===== src/rtl/uart_boot_loader.sv =====
// Boot sequencer: receives an A5/len/data/checksum frame over UART, writes the image
// into program memory, acknowledges with ACK/NAK and releases the CPU on success.
module uart_boot_loader #(
  parameter int ADDR_W        = 8,
  parameter int INSTR_W       = 16,
  parameter bit HOLD_AT_RESET = 1'b1,
  parameter int TIMEOUT       = 1_000_000
) (
  input  logic               clk,
  input  logic               reset,
  input  logic               rx_valid,
  input  logic [7:0]         rx_data,
  input  logic               tx_ready,
  output logic               tx_valid,
  output logic [7:0]         tx_data,
  output logic               mem_we,
  output logic [ADDR_W-1:0]  mem_addr,
  output logic [INSTR_W-1:0] mem_wdata,
  output logic               cpu_hold,
  output logic               boot_done,
  output logic               boot_error,
  output logic               busy
);

  localparam int BYTES = INSTR_W / 8;
  localparam int BCW   = (BYTES > 1) ? $clog2(BYTES) : 1;

  localparam logic [7:0] SYNC_BYTE = 8'hA5;
  localparam logic [7:0] CODE_ACK  = 8'h06;
  localparam logic [7:0] CODE_NAK  = 8'h15;

  typedef enum logic [2:0] {S_SYNC, S_LEN, S_DATA, S_CHECK, S_ACK} state_e;

  state_e             state_q, state_d;
  logic [7:0]         len_q, len_d;
  logic [7:0]         widx_q, widx_d;
  logic [BCW-1:0]     bcnt_q, bcnt_d;
  logic [INSTR_W-1:0] word_q, word_d;
  logic [7:0]         csum_q, csum_d;
  logic [31:0]        tmo_q, tmo_d;
  logic               tx_valid_q, tx_valid_d;
  logic [7:0]         code_q, code_d;
  logic               we_q, we_d;
  logic [ADDR_W-1:0]  addr_q, addr_d;
  logic [INSTR_W-1:0] wdata_q, wdata_d;
  logic               hold_q, hold_d;
  logic               done_q, done_d;
  logic               err_q, err_d;
  logic               busy_q, busy_d;

  logic               last_byte, last_word, tmo_fire, in_frame;
  logic [INSTR_W-1:0] word_next;

  assign last_byte = (bcnt_q == BCW'(BYTES - 1));
  assign last_word = ((widx_q + 8'd1) == len_q);
  assign word_next = INSTR_W'({word_q, rx_data});
  assign in_frame  = (state_q == S_LEN) || (state_q == S_DATA) || (state_q == S_CHECK);
  // A byte arriving in the same cycle the counter expires wins over the timeout.
  assign tmo_fire  = (TIMEOUT != 0) && in_frame && !rx_valid && (tmo_q == 32'(TIMEOUT));

  always_ff @(posedge clk or negedge reset) begin
    if (!reset) begin
      state_q    <= S_SYNC;
      len_q      <= '0;
      widx_q     <= '0;
      bcnt_q     <= '0;
      word_q     <= '0;
      csum_q     <= '0;
      tmo_q      <= '0;
      tx_valid_q <= 1'b0;
      code_q     <= '0;
      we_q       <= 1'b0;
      addr_q     <= '0;
      wdata_q    <= '0;
      hold_q     <= HOLD_AT_RESET;
      done_q     <= 1'b0;
      err_q      <= 1'b0;
      busy_q     <= 1'b0;
    end else begin
      state_q    <= state_d;
      len_q      <= len_d;
      widx_q     <= widx_d;
      bcnt_q     <= bcnt_d;
      word_q     <= word_d;
      csum_q     <= csum_d;
      tmo_q      <= tmo_d;
      tx_valid_q <= tx_valid_d;
      code_q     <= code_d;
      we_q       <= we_d;
      addr_q     <= addr_d;
      wdata_q    <= wdata_d;
      hold_q     <= hold_d;
      done_q     <= done_d;
      err_q      <= err_d;
      busy_q     <= busy_d;
    end
  end

  always_comb begin
    state_d = state_q;
    case (state_q)
      S_SYNC:  if (rx_valid && rx_data == SYNC_BYTE) state_d = S_LEN;
      S_LEN: begin
        if (rx_valid)      state_d = (rx_data == 8'd0) ? S_CHECK : S_DATA;
        else if (tmo_fire) state_d = S_ACK;
      end
      S_DATA: begin
        if (rx_valid && last_byte && last_word) state_d = S_CHECK;
        else if (tmo_fire)                      state_d = S_ACK;
      end
      S_CHECK: if (rx_valid || tmo_fire) state_d = S_ACK;
      S_ACK:   if (tx_ready) state_d = S_SYNC;
      default: state_d = S_SYNC;
    endcase
  end

  always_comb begin
    len_d      = len_q;
    widx_d     = widx_q;
    bcnt_d     = bcnt_q;
    word_d     = word_q;
    csum_d     = csum_q;
    tmo_d      = 32'd0;
    tx_valid_d = tx_valid_q;
    code_d     = code_q;
    we_d       = 1'b0;
    addr_d     = addr_q;
    wdata_d    = wdata_q;
    hold_d     = hold_q;
    done_d     = 1'b0;
    err_d      = err_q;
    busy_d     = (state_d != S_SYNC);

    // Counter holds the number of cycles since the last received byte.
    if (state_d == S_LEN || state_d == S_DATA || state_d == S_CHECK)
      tmo_d = rx_valid ? 32'd1 : tmo_q + 32'd1;

    case (state_q)
      S_SYNC: begin
        if (rx_valid && rx_data == SYNC_BYTE) begin
          hold_d = 1'b1;
          err_d  = 1'b0;
          widx_d = '0;
          bcnt_d = '0;
          csum_d = '0;
        end
      end
      S_LEN: begin
        if (rx_valid) len_d = rx_data;
      end
      S_DATA: begin
        if (rx_valid) begin
          csum_d = csum_q ^ rx_data;
          word_d = word_next;
          if (last_byte) begin
            bcnt_d  = '0;
            we_d    = 1'b1;
            addr_d  = ADDR_W'(widx_q);
            wdata_d = word_next;
            widx_d  = widx_q + 8'd1;
          end else begin
            bcnt_d = bcnt_q + BCW'(1);
          end
        end
      end
      S_CHECK: begin
        if (rx_valid) begin
          code_d     = (rx_data == csum_q) ? CODE_ACK : CODE_NAK;
          err_d      = (rx_data != csum_q);
          tx_valid_d = 1'b1;
        end
      end
      S_ACK: begin
        if (tx_ready) begin
          tx_valid_d = 1'b0;
          if (code_q == CODE_ACK) begin
            hold_d = 1'b0;
            done_d = 1'b1;
          end
        end
      end
      default: ;
    endcase

    if (tmo_fire) begin
      code_d     = CODE_NAK;
      err_d      = 1'b1;
      tx_valid_d = 1'b1;
    end
  end

  always_comb begin
    tx_valid   = tx_valid_q;
    tx_data    = code_q;
    mem_we     = we_q;
    mem_addr   = addr_q;
    mem_wdata  = wdata_q;
    cpu_hold   = hold_q;
    boot_done  = done_q;
    boot_error = err_q;
    busy       = busy_q;
  end

endmodule


===== config.mk =====
export PLATFORM = sky130hd
export DESIGN_NAME = uart_boot_loader
export DESIGN_NICKNAME = d
export VERILOG_FILES = /design/src/rtl/uart_boot_loader.sv
export SDC_FILE = /design/constraint.sdc
export NUM_CORES = 1
export LEC_CHECK = 0
export ABC_AREA = 1
export CAP_MARGIN = 30
export CORE_UTILIZATION = 30
export CTS_CLUSTER_DIAMETER = 50
export DETAILED_ROUTE_END_ITERATION = 10
export SYNTH_ARGS = -nofsm -noshare
export SYNTH_HDL_FRONTEND = slang
export SYNTH_SLANG_ARGS = --single-unit

===== constraint.sdc =====
create_clock -name clk -period 2.32 [get_ports clk]
set_clock_uncertainty 0.1 [all_clocks]
set_input_delay 0.232 -clock clk [delete_from_list [all_inputs] [get_ports clk]]
set_output_delay 0.232 -clock clk [all_outputs]
set_load 0.03 [all_outputs]

### Yosys cells after proc, flatten, opt, wreduce, memory -nomap -nowiden

Cells that the tools add are included.

| operators by class | value |
|---|---|
| add/subtract/negate cells | 3 |
| equality and inequality tests | 21 |
| muxes and demuxes | 41 |
| bitwise gates (word level) | 1 |
| reduce and logical (&&, ||, !) cells | 29 |

Operator list:

| operator | count |
|---|---|
| 2-to-1 mux 32 bit | 2 |
| 2-to-1 mux 8 bit | 7 |
| adder 32 x 1 -> 32 bit, second input constant | 1 |
| equality test 32 x 20 -> 1 bit, second input constant | 1 |
| case mux 8 bit (2 select lines) | 2 |
| 2-to-1 mux 1 bit | 18 |
| 2-to-1 mux 3 bit | 6 |
| equality test 8 bit | 2 |
| case mux 3 bit (5 select lines) | 1 |
| equality test 3 x 2 -> 1 bit, second input constant | 4 |
| AND reduction 3 bit | 4 |
| != test 2 bit, second input constant | 5 |
| != test 3 bit, second input constant | 3 |
| nonzero test 3 bit | 3 |
| adder 8 x 1 -> 8 bit, second input constant | 1 |
| equality test 8 x 3 -> 1 bit, second input constant | 1 |
| equality test 8 bit, second input constant | 1 |
| zero test 8 bit | 1 |
| != test 8 bit | 1 |
| case mux 1 bit (2 select lines) | 4 |
| AND reduction 4 bit | 2 |
| nonzero test 2 bit | 4 |
| XOR 8 bit | 1 |
| equality test 3 x 1 -> 1 bit, second input constant | 2 |
| other kinds (8) | 18 |

| storage, ports and cells | value |
|---|---|
| bits in registers | 106 |
| input bits | 12 |

### Logic depth before layout (Yosys ltp)

Gate-level depths: netlist (run 1).

| depth | value |
|---|---|
| depth in word-level cells | 12 |
| mapped depth | 14 |

### Worst setup path before layout (run 1)

Ideal clock, no wire load.

| path | value |
|---|---|
| path type | register to register |
| start point | register widx_q[0] |
| end point | register tmo_q[11] |
| library setup time | 0.061 ns |
| arrival time | 1.696 ns |
| data required time | 2.159 ns |
| slack | 0.464 ns |
| stages on the path, launching flop included | 13 |
| path through | dfrtp_1 > ha_1 > inv_1 > nand2_1 > nand3b_1 > nor2_1 > nand3_1 > nor2_1 > nand4_2 > nand3_4 > buf_6 > nand2_2 > inv_2 |

| between the ends | value |
|---|---|
| longest elaborated chain between the ends | 9 |
| elaborated cells on any way between the ends | 11 |
| classes of those cells | add/sub (1); eq/ne (4); mux (3); reduce/logical (3) |

Ends and longest elaborated chain:

| element | RTL line | RTL |
|---|---|---|
| start: declaration | 36 | `logic [7:0] widx_q, widx_d;` |
| start signal: assignment | 82 | `widx_q <= widx_d;` |
| adder 8 x 1 -> 8 bit (*) | 55 | `assign last_word = ((widx_q + 8'd1) == len_q);` |
| equality test 8 bit (*) | 55 |  |
| logical AND 1 bit (*) | 108 | `if (rx_valid && last_byte && last_word) state_d = S_CHECK;` |
| 2-to-1 mux 3 bit (*) | 108 |  |
| case mux 3 bit (5 select lines) (*) | 101 | `case (state_q)` |
| equality test 3 x 1 -> 1 bit / equality test 3 x 2 -> 1 bit (equally long branches) | 135 | `if (state_d == S_LEN \|\| state_d == S_DATA \|\| state_d == S_CHECK)` |
| logical OR 1 bit | 135 |  |
| logical OR 1 bit (*) | 135 |  |
| 2-to-1 mux 32 bit (*) | 135 |  |
| named net tmo_d[11] | 40 | `logic [31:0] tmo_q, tmo_d;` |
| end signal: assignment | 86 | `tmo_q <= tmo_d;` |
| end: declaration | 40 |  |

The timed path passes the listed nets; every way through them passes the cells marked *.
A chain may end at the register's enable or synchronous reset.

### Final worst setup path (run 1)

| path | value |
|---|---|
| start point | register widx_q[1] |
| end point | register tmo_q[21] |

Same word-level chain as after synthesis.

==> impl_results.md, run 1 <==
* Die X at 138 um
* Crit path DAT at 2.30 ns
* Cts bufs inserted at 9
* Vias at 4,680
* GRT Total Usage at 0.149
* CTS tree: yes
* Global route overflow at 0
* Drt pass-1 iters at 4
* CP bufs+invs at 2
* Synth top cells by count: nand2_1 (197), dfrtp_1 (100), inv_1 (100)
* Pin count of the biggest net entering global routing at 45
* CTS root buf: clkbuf_16
* Worst endpoint required time at 2.52 ns
* Fin Setup TNS at 0 ns
* Peak Freq at 0.475 GHz
* Fin crit share at 0.907
* Clock share of power at 0.271
* Gate power share at 0.311
* Critical setup path kind: reg -> reg
* Crit path top cell by count: nand2_1
* Most area-consuming cells after synthesis: dfrtp_1 (45%), nand2_1 (13%), inv_1 (6.8%), nor2_1 (5.3%), o21ai_0 (4.0%)
* FF-to-FF path depth at 12
* Mapped Cells at between 700 and 800
* Flop-to-flop setup slack at 0.22 ns
* EDFF count, synth at 0
* Clock Latency Late Sink at roughly 0.36 ns
* Per-cell routed wire length at about 13 um
* Max cap viols at 0
* DIE AREA at 18,900 sq um
* Pwr dens at 856 nW/um^2
* Vias per cell at between 4 and 5
* Rel. slew slack at 0.567
* Avg Synthesized Cell Area at 7.52 sq um
* Final core occ at 0.373
* HPWL after detailed placement at between 9000 and 10,000 um
* Fin area at 6720 sq um
* Detailed Route Iter0 Violations at 308
* Vias in the first global route at 4,435
* Total power at 5.75 mW
* Synth unique cells at 39
* Slowest CP cell: dfrtp_1
* Inst Count DP at 1,016
* Asr flop ratio synth at 1.00
* NetSw at 2.10 mW
* Top cell type's share of synthesized area at 0.454
* Most common cell in the synthesized netlist: nand2_1
* Actual slew at the worst max-slew pin at about 0.65 ns
* Peak per-stage delay on the critical path at between 0.4 and 0.5 ns
* # nets final at 814
* CP delay by family, top: simple AND/OR/NAND/NOR gates
* Mapped Area at 5520 sq um
* Die Ht at approximately 140 um
* Sequential area share after synthesis at 0.458
* Final Wtd Congestion at 0.859
* Std cell rows at 49
* Worst slack, placed at ~0.12 ns
* Core Region at 18,000 sq um
* Post-synth top area cell: dfrtp_1
* Hold Slack at 0.205 ns
* R2r endpoint: tmo_q[21]$_DFF_PN0_
* Initial Util at 0.306
* Layout cells sized above 1 at 0.116
* CP Cell Sequence: ha_1 > nand2_1 > nor2_2 > nand3_1 > nand3_1 > nand2_1 > nor2_2 > nand4_2 > nand3_4 > buf_12 > nand2_1 > inv_1
* Min Tclk post-route at 2.10 ns
* Synth Flop Type: dfrtp_1
* DRC at 0
* Antenna violations before repair at 0
* Crit path max fanout at 19
* Fin. max-slew vios at 0
* RSZ-0062 raised after global routing: no
* First-pass GRT wire length at 22,000 um
* Worst hold path class: in -> async
* Detailed Route WL at 13,000 um
* Clock tree buffer depth at 2
* Ports at 50
* Nature of the critical path startpoint: flip-flop
* Status: completed
* Clock Sinks at slightly above 100
* RR Startpoint: widx_q[1]$_DFFE_PN0P_
* Final Setup Violations at 0
* Setup WS post-layout at 0.216 ns
* Switching share of total power at 0.366
* Area added between synthesis and finish at 21.7%
* Internal Power at 3.65 mW
* Fin. Hold Viols at 0
* Fin cells at 1,033
* Seq pwr share at 0.418
* PortBufs at 45
* Placed inst area at 6380 sq um
* # diodes at 0
* Leak at around 3.3 nW
* Yosys warns at 0
* H-Tree Depth at 3
* Clock slew at reported path FFs at 0.08 ns
* Routed Antenna Nets at 0
* Worst vdd ir at 0.648 mV
* #FFs+latches synth at 101
* Crit end category: flip-flop
kinds of logic after synthesis:
kind of cell,count (synthesis),share of synthesized area
AOI/OAI and AO/OA,65,0.0630
xor gates and xnor gates,26,0.0413
adders and majority gates,3,0.00680
buffers and inverters,137,0.102
DFF,101,0.458
other,1,0.000680
and+or+nand+nor,401,0.328
routing by layer:
metal,part of all wire,global-route usage,up-vias,routed length [um]
met5,0,0,-,0
met4,0.011,0.0446,0,141
met3,0.032,0.0291,9,418
met2,0.47,0.238,74,6050
met1,0.49,0.203,2175,6360
li1,-,-,2422,-
power by group through the flow:
stage / sequential [mW] / clock [mW] / combinational (mW)
3_3_place_gp: 2.43 / 0 / 1.78
3_5_place_dp: 2.44 / 0 / 1.81
4_1_cts: 2.40 / 1.61 / 1.81
2_1_floorplan: 2.80 / 0 / 0.709
6_report: 2.40 / 1.56 / 1.79
5_1_grt: 2.47 / 1.68 / 2.02
placed cells by master, fill, tap and decap left out, types with 18 or more instances in the layout:
master	count
xor2_1	18
clkdlybuf4s50_1	44
inv_1	100
nand3_1	36
o21ai_0	44
nand4_1	21
nand2_1	197
dfrtp_1	100
nor3_1	24
buf_4	23
nor2_1	77
worst max-delay path by stage:
stage	start	endpoint	slack [ns]	cells past startpoint
4_1_cts	widx_q[1]$_DFFE_PN0P_	tmo_q[21]$_DFF_PN0_	0.19	12
3_3_place_gp	rx_valid	tmo_q[27]$_DFF_PN0_	0.20	11
5_1_grt	widx_q[1]$_DFFE_PN0P_	tmo_q[22]$_DFF_PN0_	0.002	12
6_report	widx_q[1]$_DFFE_PN0P_	tmo_q[21]$_DFF_PN0_	0.22	12
2_1_floorplan	widx_q[0]$_DFFE_PN0P_	tmo_q[11]$_DFF_PN0_	0.46	12
3_5_place_dp	rx_valid	widx_q[4]$_DFFE_PN0P_	0.12	8
flip-flops by register name (all words and copies together) (netlist names):
signal / flops
bcnt_q: 1
boot_done: 1
boot_error: 1
busy: 1
cpu_hold: 1
csum_q: 8
len_q: 8
mem_addr: 8
mem_wdata: 16
mem_we: 1
state_q: 3
tmo_q: 32
tx_data: 3
tx_valid: 1
widx_q: 8
word_q: 8
area by class of cell:
type,count,area [sq um]
flip-flops and latches,101,2530
clock inverters,7,93.8
well taps,229,287
repair buffers,72,703
multi-input cells,499,2440
fillers,1900,11300
inverters,116,435
clock buffers,9,225
repair_timing:
item,CTS,global route
setup buffers,0,0
hold buffers,1,0
resized for setup,0,1
endpoints found under the hold margin,45,0
setup endpoints to repair,0,33
No activity file was read; power rests on OpenSTA's default activity.
==> run 2: changes to the inputs <==
--- a/config.mk
+++ b/config.mk
@@ -7,9 +7,12 @@
 export LEC_CHECK = 0
 export ABC_AREA = 1
 export CAP_MARGIN = 30
+export CELL_PAD_IN_SITES_DETAIL_PLACEMENT = 1
+export CELL_PAD_IN_SITES_GLOBAL_PLACEMENT = 2
 export CORE_UTILIZATION = 30
 export CTS_CLUSTER_DIAMETER = 50
 export DETAILED_ROUTE_END_ITERATION = 10
+export PLACE_DENSITY_LB_ADDON = 0.1
 export SYNTH_ARGS = -nofsm -noshare
 export SYNTH_HDL_FRONTEND = slang
 export SYNTH_SLANG_ARGS = --single-unit
==> run 2 against run 1 <==
Effect of this change: power is 2.4% higher; global-route usage is 4.0 points higher; core utilization increased by 0.40 points; worst setup slack got worse by 0.024 ns; register-to-register slack worse by 0.02 ns; sequential share of layout area shrank 0.40 points; clock-buffer cell count increased by 1; combinational power up 4%; wire length grew 25%; highest routed layer unchanged.
==> impl_results.md, run 2 (synthesis results as in run 1) <==
* Status: completed
* CTS tree: yes
* Clock Latency Late Sink at 0.36 ns
* Fin. max-slew vios at 0
* DIE AREA at 18,900 sq um
* Ports at 50
* Internal Power at 3.76 mW
* Routed Antenna Nets at 0
* Fin Setup TNS at 0 ns
* Critical setup path kind: reg -> reg
* # diodes at 0
* Max cap viols at 0
* Reg with most FFs: tmo_q
* Clock share of power at 0.274
* Peak Freq at 0.470 GHz
* First-pass GRT wire length at 27,300 um
* Global route overflow at 0
* Gate power share at 0.317
* Area added between synthesis and finish at 23.0%
* PortBufs at 45
* Number of flip-flops in the largest register at 32
* Crit path DAT at 2.28 ns
* H-Tree Depth at 3
* Switching share of total power at 0.361
* Min Tclk post-route at 2.13 ns
* Reg area at 2530 sq um
* Worst endpoint required time at 2.47 ns
* Clock Sinks at around 100
* # nets final at 820
* Nature of the critical path startpoint: flip-flop
* RSZ-0062 raised after global routing: no
* Crit path max fanout at 20
* Worst hold path class: reg -> reg
* Per-cell routed wire length at ~16 um
* Std cell rows at between 40 and 50
* Clock slew at reported path FFs at 0.08 ns
* Most frequent cells in the layout: nand2_1 (196), inv_1 (100), dfrtp_1 (100), nor2_1 (74)
* DRC at 0
* Detailed Route WL at 16,200 um
* Vias per cell at 4.67
* HPWL after detailed placement at approximately 12,000 um
* Final core occ at 0.377
* Drt pass-1 iters at 4
* Vias in the first global route at 5,259
* Die X at 138 um
* Fin. Hold Viols at 0
* Core Region at 18,000 sq um
* GRT Total Usage at 0.189
* Final Wtd Congestion at 0.823
* Worst vdd ir at 0.651 mV
* Antenna violations before repair at 0
* Actual slew at the worst max-slew pin at 0.658 ns
* Layout cells sized above 1 at 0.131
* Commonest non-fill, non-tap cell in the layout: nand2_1
* Pwr dens at 867 nW/um^2
* Die Ht at between 100 and 150 um
* Seq pwr share at 0.409
* Clock tree buffer depth at 2
* Multi-input gate area at 2480 sq um
* Crit end category: flip-flop
* Rel. slew slack at 0.560
* Final Setup Violations at 0
* Leak at 3.34 nW
* NetSw at 2.13 mW
* Cts bufs inserted at 9
* Fillers at 2,254
* Vias at 4,855
* Detailed Route Iter0 Violations at between 100 and 150
* Pin count of the biggest net entering global routing at around 100
* CTS root buf: clkbuf_16
* Fin crit share at 0.917
* Total power at 5.89 mW
* Initial Util at 0.306
-- run 2: path summary, 6_finish.rpt --
path                                       from                       to  slack, ns  depth (start not counted)
min in group asynchronous                 reset  mem_addr[7]$_DFFE_PN0P_       0.39                          3
min                        cpu_hold$_DFFE_PN1P_     cpu_hold$_DFFE_PN1P_       0.37                          2
max in group asynchronous                 reset     state_q[0]$_DFF_PN0_       1.27                          3
max                          tmo_q[0]$_DFF_PN0_      tmo_q[29]$_DFF_PN0_       0.19                         13
min reg2reg                cpu_hold$_DFFE_PN1P_     cpu_hold$_DFFE_PN1P_       0.37                          2
max reg2reg                  tmo_q[0]$_DFF_PN0_      tmo_q[29]$_DFF_PN0_       0.19                         13
-- run 2: power by group through the flow --
| stage | logic, mW | registers (mW) | clock network, mW |
|---|---|---|---|
| finish | 1.87 | 2.41 | 1.62 |
| global route | 2.08 | 2.46 | 1.73 |
| CTS | 1.89 | 2.41 | 1.67 |
| detailed placement | 1.88 | 2.44 | 0 |
| global placement | 1.84 | 2.43 | 0 |
| floorplan | 0.709 | 2.80 | 0 |
-- run 2: cell type report --
class                   instances  share of cell area
clock inverters                 6              0.0103
flip-flops and latches        101               0.373
repair buffers                 78               0.110
multi-input cells             499               0.365
inverters                     116              0.0641
well taps                     229              0.0422
clock buffers                  10              0.0352
-- run 2: what timing repair did --
item                       in CTS  in global routing
setup buffers                   1                  0
hold buffers                    1                  0
hold endpoints to repair      100                  0
pin swaps                       1                  1
setup endpoints to repair       1                 34
resized for setup               0                 11
-- run 2: per-layer routing --
| layer | wire (um) | global-route usage | vias up |
|---|---|---|---|
| met3 | 258 | 0.0199 | 13 |
| met1 | 7490 | 0.236 | 2355 |
| li1 | - | - | 2438 |
| met4 | 208 | 0.0623 | 0 |
| met5 | 0 | 0 | - |
| met2 | 8260 | 0.338 | 49 |
-- run 2: metrics by stage --
step / setup WS, ns / hold WS [ns] / cell area, sq um / instances
floorplan: 0.464 / -0.164 / 5530 / 737
detailed placement: -0.0135 / 0.263 / 6420 / 1021
global placement: -0.00966 / 0.256 / 6420 / 1021
finish: 0.192 / 0.375 / 6790 / 1039
CTS: 0.0389 / 0.380 / 6750 / 1039
global route: 0.000405 / 0.404 / 6790 / 1039
-- run 2: worst max-delay path, stage by stage (launching register included) --
cell     delay [ns]
dfrtp_1        0.43
inv_1          0.10
ha_2           0.21
nor3b_2        0.18
nand3_1        0.09
nor2_1         0.15
nand3_1        0.10
nand2_1        0.07
nand2_1        0.08
nor2_4         0.12
nand3_4        0.11
buf_12         0.18
nand2_1        0.07
inv_1          0.04
